[config.mk]
export PLATFORM = sky130hd
export DESIGN_NAME = fetch_unit
export DESIGN_NICKNAME = d
export VERILOG_FILES = /design/src/rtl/fetch_unit.sv
export SDC_FILE = /design/constraint.sdc
export NUM_CORES = 1
export LEC_CHECK = 0
export ABC_AREA = 0
export CORE_MARGIN = 4
export CORE_UTILIZATION = 50
export DETAILED_ROUTE_END_ITERATION = 10
export DONT_BUFFER_PORTS = 1
export PLACE_DENSITY = 0.69
export SLEW_MARGIN = 40
export SYNTH_ARGS = -nofsm -noshare
export SYNTH_HDL_FRONTEND = slang
export SYNTH_SLANG_ARGS = --single-unit
export TNS_END_PERCENT = 100
[constraint.sdc]
create_clock -name CLK -period 2.6 [get_ports CLK]
set_input_delay 0.26 -clock CLK [delete_from_list [all_inputs] [get_ports CLK]]
set_output_delay 0.26 -clock CLK [all_outputs]
set_load 0.05 [all_outputs]
[src/rtl/fetch_unit.sv]
// fetch_unit: MIPS instruction-fetch stage; owns the PC and the IF/ID register.
// Define FETCH_SKID_EN for a one-entry skid buffer that keeps imemREN high under stall.
module fetch_unit #(
    parameter logic [31:0] PC_INIT = 32'h0000_0000
) (
    input  logic        CLK,
    input  logic        nRST,
    input  logic        ihit,
    input  logic [31:0] iload,
    output logic        imemREN,
    output logic [31:0] imemaddr,
    input  logic        stall,
    input  logic        flush,
    input  logic [31:0] redirect_pc,
    output logic [31:0] instr,
    output logic [31:0] pc_out,
    output logic [31:0] npc,
    output logic        instr_valid,
    output logic        halt_out
);

    typedef struct packed {
        logic [31:0] instr;
        logic [31:0] pc;
        logic [31:0] npc;
        logic        valid;
    } if_id_t;

    typedef enum logic [1:0] {
        S_FETCH = 2'd0,
`ifdef FETCH_SKID_EN
        S_HOLD  = 2'd1,
`endif
        S_HALT  = 2'd2
    } state_t;

    localparam logic [5:0] HALT_OP = 6'b111111;

    state_t      state, state_n;
    logic [31:0] pc, pc_n, pc_inc;
    if_id_t      id_q, id_n, hit_word;
    logic        halt_q, halt_n;
    logic        ren;
    logic        is_halt;
`ifdef FETCH_SKID_EN
    if_id_t      skid_q, skid_n;
    logic        skid_is_halt;
`endif

    assign pc_inc   = pc + 32'd4;
    assign is_halt  = (iload[31:26] == HALT_OP);
    assign hit_word = '{instr: iload, pc: pc, npc: pc_inc, valid: 1'b1};

`ifdef FETCH_SKID_EN
    assign skid_is_halt = (skid_q.instr[31:26] == HALT_OP);
    assign ren = (state == S_FETCH);
`else
    assign ren = (state == S_FETCH) && !stall;
`endif

    assign imemREN     = nRST & ren;
    assign imemaddr    = pc;
    assign instr       = id_q.instr;
    assign pc_out      = id_q.pc;
    assign npc         = id_q.npc;
    assign instr_valid = id_q.valid;
    assign halt_out    = halt_q;

    always_ff @(posedge CLK) begin
        if (!nRST) begin
            state  <= S_FETCH;
            pc     <= PC_INIT;
            id_q   <= '0;
            halt_q <= 1'b0;
`ifdef FETCH_SKID_EN
            skid_q <= '0;
`endif
        end else begin
            state  <= state_n;
            pc     <= pc_n;
            id_q   <= id_n;
            halt_q <= halt_n;
`ifdef FETCH_SKID_EN
            skid_q <= skid_n;
`endif
        end
    end

    always_comb begin
        state_n = state;
        pc_n    = pc;
        id_n    = id_q;
        halt_n  = halt_q;
`ifdef FETCH_SKID_EN
        skid_n  = skid_q;
`endif
        if (flush) begin
            // redirect wins over stall and discards any same-cycle hit
            pc_n    = redirect_pc;
            id_n    = '0;
            halt_n  = 1'b0;
            state_n = S_FETCH;
`ifdef FETCH_SKID_EN
            skid_n  = '0;
`endif
        end else begin
            unique case (state)
                S_FETCH: begin
                    if (!stall) begin
                        if (ihit) begin
                            id_n = hit_word;
                            if (is_halt) begin
                                halt_n  = 1'b1;
                                state_n = S_HALT;
                            end else begin
                                pc_n = pc_inc;
                            end
                        end else begin
                            id_n = '0;
                        end
                    end
`ifdef FETCH_SKID_EN
                    else if (ihit) begin
                        // park the word; a parked halt still stops fetch now
                        skid_n  = hit_word;
                        state_n = S_HOLD;
                        if (is_halt) begin
                            halt_n = 1'b1;
                        end else begin
                            pc_n = pc_inc;
                        end
                    end
`endif
                end
`ifdef FETCH_SKID_EN
                S_HOLD: begin
                    if (!stall) begin
                        id_n    = skid_q;
                        skid_n  = '0;
                        state_n = skid_is_halt ? S_HALT : S_FETCH;
                    end
                end
`endif
                S_HALT: begin
                    if (!stall) begin
                        id_n = '0;
                    end
                end
                default: begin
                    state_n = S_FETCH;
                end
            endcase
        end
    end

endmodule

# == Yosys cells after proc, flatten, opt, wreduce, memory -nomap -nowiden ==
# Index checks and enable logic that the tools add are counted.
# totals
register_bits,132
input_bits,69
out_inout_bits,131
wordCells,44
# op_classes
add_sub_neg,1
eq_ne,8
mux,13
n_bitwise,4
n_reduce_logical,11
# op_table
op,n
$mux 97,3
$pmux 97 s2,1
$mux 32,5
$add 32x3->32 const B,1
$reduce_and 4->1,3
$ne 2x2->1 const B,5
$eq 6x6->1 const B,1
$mux 2,3
$reduce_bool 2->1,3
$pmux 2 s2,1
$not 1->1,3
$reduce_and 3->1,1
$eq 2x2->1 const B,1
$logic_not 2->1,1
$ne 2x1->1 const B,1
$reduce_or 2->1,1
$and 1x1->1,1
$logic_and 1x1->1,1
$logic_not 1->1,1

# == Depth between registers and ports, before layout ==
# Gate-level depths: netlist of run 1.
# depth
word_depth,6
depth_mapped,7

# == Worst setup path after synthesis of run 1 ==
# OpenSTA, ideal clock, no wires.
# synth_timing
path_type,register -> register
from,register pc[2] (netlist: imemaddr[2])
to,register pc[28] (netlist: imemaddr[28])
arrival_time_ps,2123
required_ps,2442
slack_ps,319
path_stages_with_launch,8
n_path_buf,1
period_less_slack_ps,2281
cell_sequence,dfxtp_1 -> ha_1 -> nand3_1 -> nor3_1 -> buf_2 -> nand4_1 -> o211ai_1 -> o311ai_0
# synth_via
elab_chain_cells,6
# synth_lines
item,line,source
start: declaration,40,"logic [31:0] pc, pc_n, pc_inc;"
start signal: assignment,80,pc <= pc_n;
$add 32x3->32,50,assign pc_inc = pc + 32'd4;
$mux 32,112,if (is_halt) begin
$mux 32,110,if (ihit) begin
$mux 32,109,if (!stall) begin
$mux 32,107,unique case (state)
$mux 32,97,if (flush) begin
# No other way between the ends. The select of a mux whose other input is x is not followed.
# A chain may end at the register's enable or synchronous reset.

# == Final worst setup path of run 1 ==
# layout_timing
from,register state[1]
to,register pc[16] (netlist: imemaddr[16])
# layout_via
elab_chain_cells,3
# layout_lines
item,line,source
start: declaration,39,"state_t state, state_n;"
start signal: assignment,79,state <= state_n;
$logic_not 2->1,107,
$reduce_bool 2->1 (no line),-,
$reduce_and 4->1 (no line),-,
# No other way between the ends.

==> run_results.csv, run 1 <==
group,metric,value,unit
setup_path,cpPeakStageDelay,600,ps
grt,gr-total-overflow,0,
die,die_area,12100,um^2
setup_path,crit_path_cell_trace,"or3b_2, a31o_2, nand2_1, o21ai_0, dlygate4sd3_1, o2bb2ai_1",
finish,final_layout_size_suffix_gt1_frac,0.121,
flow_run,max_cap_viol_count,0,
hold_path,hold_class,"primary input to flip-flop",
timing,hold_ws,29.0,ps
power,internal,3660,uW
setup_path,worstPathArrival,2760,ps
outcome,outcome,"completed",
timing,fmax,419,MHz
finish,stdcell_area,6860,um^2
logic_synthesis,yosysTopAreaCell,"sky130_fd_sc_hd__dfxtp_1",
die,i_o_pins,200,
grt,grt_first_pass_wirelength,25300,um
logic_synthesis,ys_ff_latch,129,
timing,min_period_over_period,0.917,
drt,drt_drc_violations_left,0,
grt,grt_pass1_vias,4757,
timing,worst_clock_skew,11.2,ps
power,design_power_total,5030,uW
logic_synthesis,synth.net_count,667,
grt,gr-usage-all-layers,0.272,
finish,final_nets,751,
power,p_comb_frac,0.111,
timing,max-slew-margin-rel,0.518,
power,p_clk_frac,0.459,
cts,cts.htree.levels,4,
timing,finalHoldViolations,0,
timing,timing.final.crit_period,2390,ps
cts,tritoncts,"yes",
cts,root_buffer_cell,"sky130_fd_sc_hd__clkbuf_8",
logic_synthesis,netlist.area_leader.share,0.495,
cts,clk_pin_slew_worst_paths,60,ps
power,peakVddDrop,346,uV
logic_synthesis,postSynthAreaPerCell,8.74,um^2
die,floorplan.die.height,110,um
logic_synthesis,synth_warnings,0,
die,initial_core_util,0.510,
placed_design,place_hpwl,10400,um
drt,routed_wl,16800,um
cts,cts.path.max_buffers,2,
cts,cts_buffers,17,
power,power.static_leakage,0.00248,uW
die,fp.coreArea,10200,um^2
grt,grt_antenna_before_repair,0,
finish,num_antenna_cells,0,
power,power.switching_fraction,0.273,
drt,via_count,4863,
drt,detail-route-antenna-nets,0,
finish,area_growth,31.5,%
setup_path,crit_path_start_kind,"flip-flop",
power,seq_power_share,0.430,
cts,cts_num_sinks,129,
drt,drt-initial-drc-count,369,
cts,clock_insertion_delay_worst_skew,520,ps
logic_synthesis,synth-async-reset-ratio,0,
timing,finalSetupViolations,0,
die,fp-row-count,37,
logic_synthesis,synth_sequential_area_ratio,0.495,
timing,pin_slew_with_the_least_headroom_to_its_limit,720,ps
logic_synthesis,synth_enable_flop_cells,0,
timing,finalMaxSlewViolations,0,
drt,drt_via_density,5.86,
logic_synthesis,post_synth_instance_area,5220,um^2
timing,setup_tns,0,ps
grt,grt_start_max_net_pins,74,
setup_path,largest_driver_fanout_on_the_critical_path,16,
power,power_switching,1380,uW
logic_synthesis,post_synth_main_area_contributors,"sky130_fd_sc_hd__dfxtp_1 (49%), sky130_fd_sc_hd__a22oi_1 (10%), sky130_fd_sc_hd__nor2_1 (6.5%)",
power,cellPowerDensity,734,nW/um^2
setup_path,worst-endpoint-required,2980,ps
timing,grt_setup_unrepaired,"no",
placed_design,finalWeightedCongestion,0.817,
cts,post-cts-setup-buffer-count,0,
drt,first_pass_iters,5,
setup_path,worstSetupEndpointType,"flip-flop",
drt,routedWlPerCell,20.2,um
logic_synthesis,ys_types,41,
die,chipWidth,110,um
setup_path,worst_path_max_delay_cell,"sky130_fd_sc_hd__dlygate4sd3_1",
logic_synthesis,ys.flop_type,"sky130_fd_sc_hd__dfxtp_1",
placed_design,dpl-instance-area,5460,um^2
logic_synthesis,post_synth_inst_count,597,
placed_design,port_buffers,0,
setup_path,setup.worst_path.class,"flip-flop to flip-flop",
## cells in the final DEF (no fill, tap or decap), types with 2 or more instances in the layout
master	netlist	layout
sky130_fd_sc_hd__nand3_1	18	18
sky130_fd_sc_hd__nor2_1	91	91
sky130_fd_sc_hd__a22oi_1	71	71
sky130_fd_sc_hd__clkbuf_8	0	3
sky130_fd_sc_hd__dfxtp_2	0	2
sky130_fd_sc_hd__o2bb2ai_1	7	7
sky130_fd_sc_hd__mux2i_1	4	4
sky130_fd_sc_hd__dlygate4sd3_1	0	79
sky130_fd_sc_hd__and4_1	3	3
sky130_fd_sc_hd__o21ai_0	50	50
sky130_fd_sc_hd__nand2_1	55	54
sky130_fd_sc_hd__nand4_1	17	17
sky130_fd_sc_hd__clkinvlp_4	0	3
sky130_fd_sc_hd__o31ai_1	2	2
sky130_fd_sc_hd__buf_4	2	37
sky130_fd_sc_hd__o22ai_1	2	2
sky130_fd_sc_hd__clkbuf_16	0	16
sky130_fd_sc_hd__and3_1	4	4
sky130_fd_sc_hd__nand2_2	1	2
sky130_fd_sc_hd__bufinv_16	0	2
sky130_fd_sc_hd__inv_1	3	3
sky130_fd_sc_hd__nor2b_1	3	3
sky130_fd_sc_hd__xnor2_1	17	17
sky130_fd_sc_hd__clkinv_4	0	2
sky130_fd_sc_hd__a21oi_1	18	18
sky130_fd_sc_hd__clkinv_2	0	3
sky130_fd_sc_hd__inv_6	0	2
sky130_fd_sc_hd__xor2_1	28	28
sky130_fd_sc_hd__dfxtp_1	129	127
sky130_fd_sc_hd__nor3_1	4	4
## kinds of logic (layout without fill, tap and decap cells)
family | count (synthesis) | after routing | share of synthesized area
flops | 129 | 129 | 0.495
buf+inv | 57 | 154 | 0.0468
simple gates | 206 | 206 | 0.180
fa+ha+maj | 1 | 1 | 0.00240
compound gates | 155 | 155 | 0.193
mux | 4 | 4 | 0.00767
xor+xnor | 45 | 45 | 0.0755
## repair_timing
| item | in CTS | in global routing |
|---|---|---|
| gates resized for setup | 0 | 0 |
| endpoints found under the hold margin | 105 | 0 |
| hold buffers | 81 | 0 |
## worst paths after layout
kind | start | to | slack, ps | cells past startpoint
worst min-delay path | flush | imemaddr[5] | 30 | 2
worst min register to register | state[1] | state[1] | 550 | 2
worst max-delay path | state[1] | imemaddr[16] | 210 | 6
worst max register to register | state[1] | imemaddr[16] | 210 | 6
## cell type report
cell class | instances | area (um^2)
Fill cell | 801 | 3370
Tap cell | 136 | 170
Inverter | 4 | 17.5
Sequential cell | 129 | 2580
Clock buffer | 20 | 445
Clock inverter | 12 | 133
Timing Repair Buffer | 118 | 1100
Multi-Input combinational cell | 411 | 2410
## state kept, by name, indices dropped and copies added, names as in the netlist
register and cells:
halt_out 1, imemaddr 32, instr 32, instr_valid 1, npc 30, pc_out 32, state 1
## critical path: cells and delay by family, from the launching register on
kind | cells | cell delay (ps)
buffers and inverters | 1 | 600
flip-flops | 1 | 350
AO/OA/AOI/OAI | 3 | 610
AND/OR/NAND/NOR | 2 | 660
## through the flow
step	setup WS [ps]	std cells	utilization
2_1_floorplan	319	597	-
3_3_place_gp	633	717	0.533
3_5_place_dp	538	717	0.534
4_1_cts	264	830	0.671
5_1_grt	129	830	0.671
6_report	215	830	0.671
## routing by layer
layer / track usage / part of all wire
met3: 0.101 / 0.11
met2: 0.442 / 0.49
met5: 0 / 0
met4: 0.0976 / 0.017
met1: 0.332 / 0.38
## cell usage after synthesis (4+ instances only)
library cell                number
sky130_fd_sc_hd__clkbuf_1       32
sky130_fd_sc_hd__a21oi_1        18
sky130_fd_sc_hd__xnor2_1        17
sky130_fd_sc_hd__o21ai_0        50
sky130_fd_sc_hd__nand3_1        18
sky130_fd_sc_hd__nand2_1        55
sky130_fd_sc_hd__a22oi_1        71
sky130_fd_sc_hd__nor3_1          4
sky130_fd_sc_hd__mux2i_1         4
sky130_fd_sc_hd__buf_1           8
sky130_fd_sc_hd__nor2_1         91
sky130_fd_sc_hd__xor2_1         28
sky130_fd_sc_hd__buf_2          10
sky130_fd_sc_hd__o2bb2ai_1       7
sky130_fd_sc_hd__dfxtp_1       129
sky130_fd_sc_hd__and3_1          4
sky130_fd_sc_hd__nand4_1        17
## power groups by stage
stage | Clock [uW] | Sequential, uW | Combinational [uW]
2_1_floorplan | 0 | 2310 | 220
3_3_place_gp | 0 | 2200 | 404
3_5_place_dp | 0 | 2200 | 413
4_1_cts | 2320 | 2160 | 548
5_1_grt | 2420 | 2170 | 598
6_report | 2310 | 2160 | 559
No activity file was read; power rests on OpenSTA's default activity.
==> run 2, diff against run 1 <==
- ABC_CLOCK_PERIOD_IN_PS: not set -> 2600
==> results of run 2 <==
Final layout, timing and power as in run 1 (identical DEF).
==> run 3, diff against run 2 <==
- CORE_ASPECT_RATIO: not set -> 1.25
==> run_results.csv, run 3 (synthesis gave the netlist of run 1 again) <==
group,metric,value,unit
grt,grt_antenna_before_repair,0,
setup_path,crit_path_start_kind,"flip-flop",
setup_path,crit_path_cell_trace,"ha_1, nand3_1, nor3_1, buf_4, nand4_1, o211ai_1, o311ai_0",
cts,cts.htree.levels,4,
finish,num_antenna_cells,0,
die,fp-row-count,41,
power,power.static_leakage,0.00227,uW
grt,grt_start_max_net_pins,78,
setup_path,setup.worst_path.class,"flip-flop to flip-flop",
timing,pin_slew_with_the_least_headroom_to_its_limit,761,ps
timing,finalSetupViolations,0,
placed_design,place_hpwl,10300,um
cts,root_buffer_cell,"sky130_fd_sc_hd__clkbuf_16",
outcome,outcome,"completed",
power,peakVddDrop,464,uV
grt,gr-total-overflow,0,
finish,final_nets,695,
cts,clk_pin_slew_worst_paths,50,ps
timing,finalHoldViolations,0,
finish,area_growth,21.1,%
drt,drt_via_density,6.05,
timing,setup_tns,0,ps
drt,routedWlPerCell,20.5,um
drt,drt_drc_violations_left,0,
grt,grt_pass1_vias,4594,
die,initial_core_util,0.514,
hold_path,hold_depth,2,
die,fp.coreArea,10200,um^2
timing,grt_setup_unrepaired,"no",
setup_path,worstPathArrival,2360,ps
finish,sequential_cell_area,2580,um^2
finish,final_layout_size_suffix_gt1_frac,0.124,
placed_design,dp.cells,711,
timing,finalMaxSlewViolations,0,
setup_path,worst_path_max_delay_cell,"sky130_fd_sc_hd__dfxtp_1",
hold_path,hold_class,"primary input to flip-flop",
finish,multi_input_logic_area,2410,um^2
timing,timing.final.crit_period,2100,ps
flow_run,max_cap_viol_count,0,
grt,grt_first_pass_wirelength,24100,um
setup_path,cpPeakStageDelay,420,ps
die,i_o_pins,200,
finish,most_frequent_cells_in_the_layout,"sky130_fd_sc_hd__dfxtp_1 (127), sky130_fd_sc_hd__nor2_1 (91), sky130_fd_sc_hd__a22oi_1 (71)",
finish,finalNonFillerCells,765,
timing,hold_ws,9.51,ps
drt,via_count,4627,
cts,cts_resized,0,
timing,worst_clock_skew,16.3,ps
cts,cts.path.max_buffers,2,
finish,layout.cells.most_common,"sky130_fd_sc_hd__dfxtp_1",
drt,routed_wl,15700,um
setup_path,worstSetupEndpointType,"flip-flop",
drt,first_pass_iters,8,
finish,finish.utilization,0.622,
power,cellPowerDensity,801,nW/um^2
cts,tritoncts,"yes",
placed_design,finalWeightedCongestion,0.851,
placed_design,port_buffers,0,
die,chipWidth,99.4,um
drt,drt-initial-drc-count,302,
drt,detail-route-antenna-nets,0,
cts,cts_buffers,17,
finish,nFillCells,852,
cts,clock_insertion_delay_worst_skew,410,ps
setup_path,largest_driver_fanout_on_the_critical_path,11,
timing,min_period_over_period,0.806,
timing,fmax,477,MHz
timing,max-slew-margin-rel,0.491,
setup_path,ff2ff_path_depth,7,
die,die_area,12100,um^2
cts,cts_num_sinks,129,
die,floorplan.die.height,122,um
grt,gr-usage-all-layers,0.253,
setup_path,worst-endpoint-required,2870,ps
-- run 3: power breakdown --
| part | switching (uW) | internal [uW] |
|---|---|---|
| Sequential | 131 | 2030 |
| Combinational | 307 | 149 |
| Clock | 815 | 1620 |
| Total | 1250 | 3810 |
-- run 3: area by class of cell --
class | count | share of cell area
clock buffer | 25 | 0.0800
sequential | 129 | 0.409
multi-input combinational | 411 | 0.381
inverter | 4 | 0.00277
tap | 129 | 0.0255
clock inverter | 5 | 0.0158
timing repair buffer | 62 | 0.0852
-- run 3: what timing repair did --
| item | in CTS | in global routing |
|---|---|---|
| hold buffers | 23 | 1 |
| hold endpoints to repair | 38 | 2 |
| buffers inserted | 0 | 0 |
-- run 3: final timing paths --
path / startpoint / to / slack (ps)
min: iload[29] / instr[29] / 10
max: imemaddr[2] / imemaddr[28] / 500
min reg2reg: state[1] / state[1] / 550
max reg2reg: imemaddr[2] / imemaddr[28] / 500
-- run 3: critical path: cells and delay by family (launching register included) --
family / cells / cell delay [ps]
and+or+nand+nor: 3 / 670
DFF: 1 / 420
AOI/OAI and AO/OA: 2 / 390
adders and majority gates: 1 / 240
buffers and inverters: 1 / 230
-- run 3: routing by layer --
metal	track usage	up-vias	routed length, um
met4	0.0965	0	218
met3	0.0944	19	1580
met5	0	-	0
li1	-	2145	-
met1	0.289	2216	5910
met2	0.432	247	7970
-- run 3: metrics by stage --
| step | setup WS [ps] | instance area [um^2] | power (uW) |
|---|---|---|---|
| after floorplan | 319 | 5220 | 2530 |
| after global placement | 660 | 5460 | 2610 |
| after detailed placement | 636 | 5470 | 2620 |
| after CTS | 496 | 6300 | 5080 |
| after global routing | 393 | 6320 | 5210 |
| final | 505 | 6320 | 5060 |
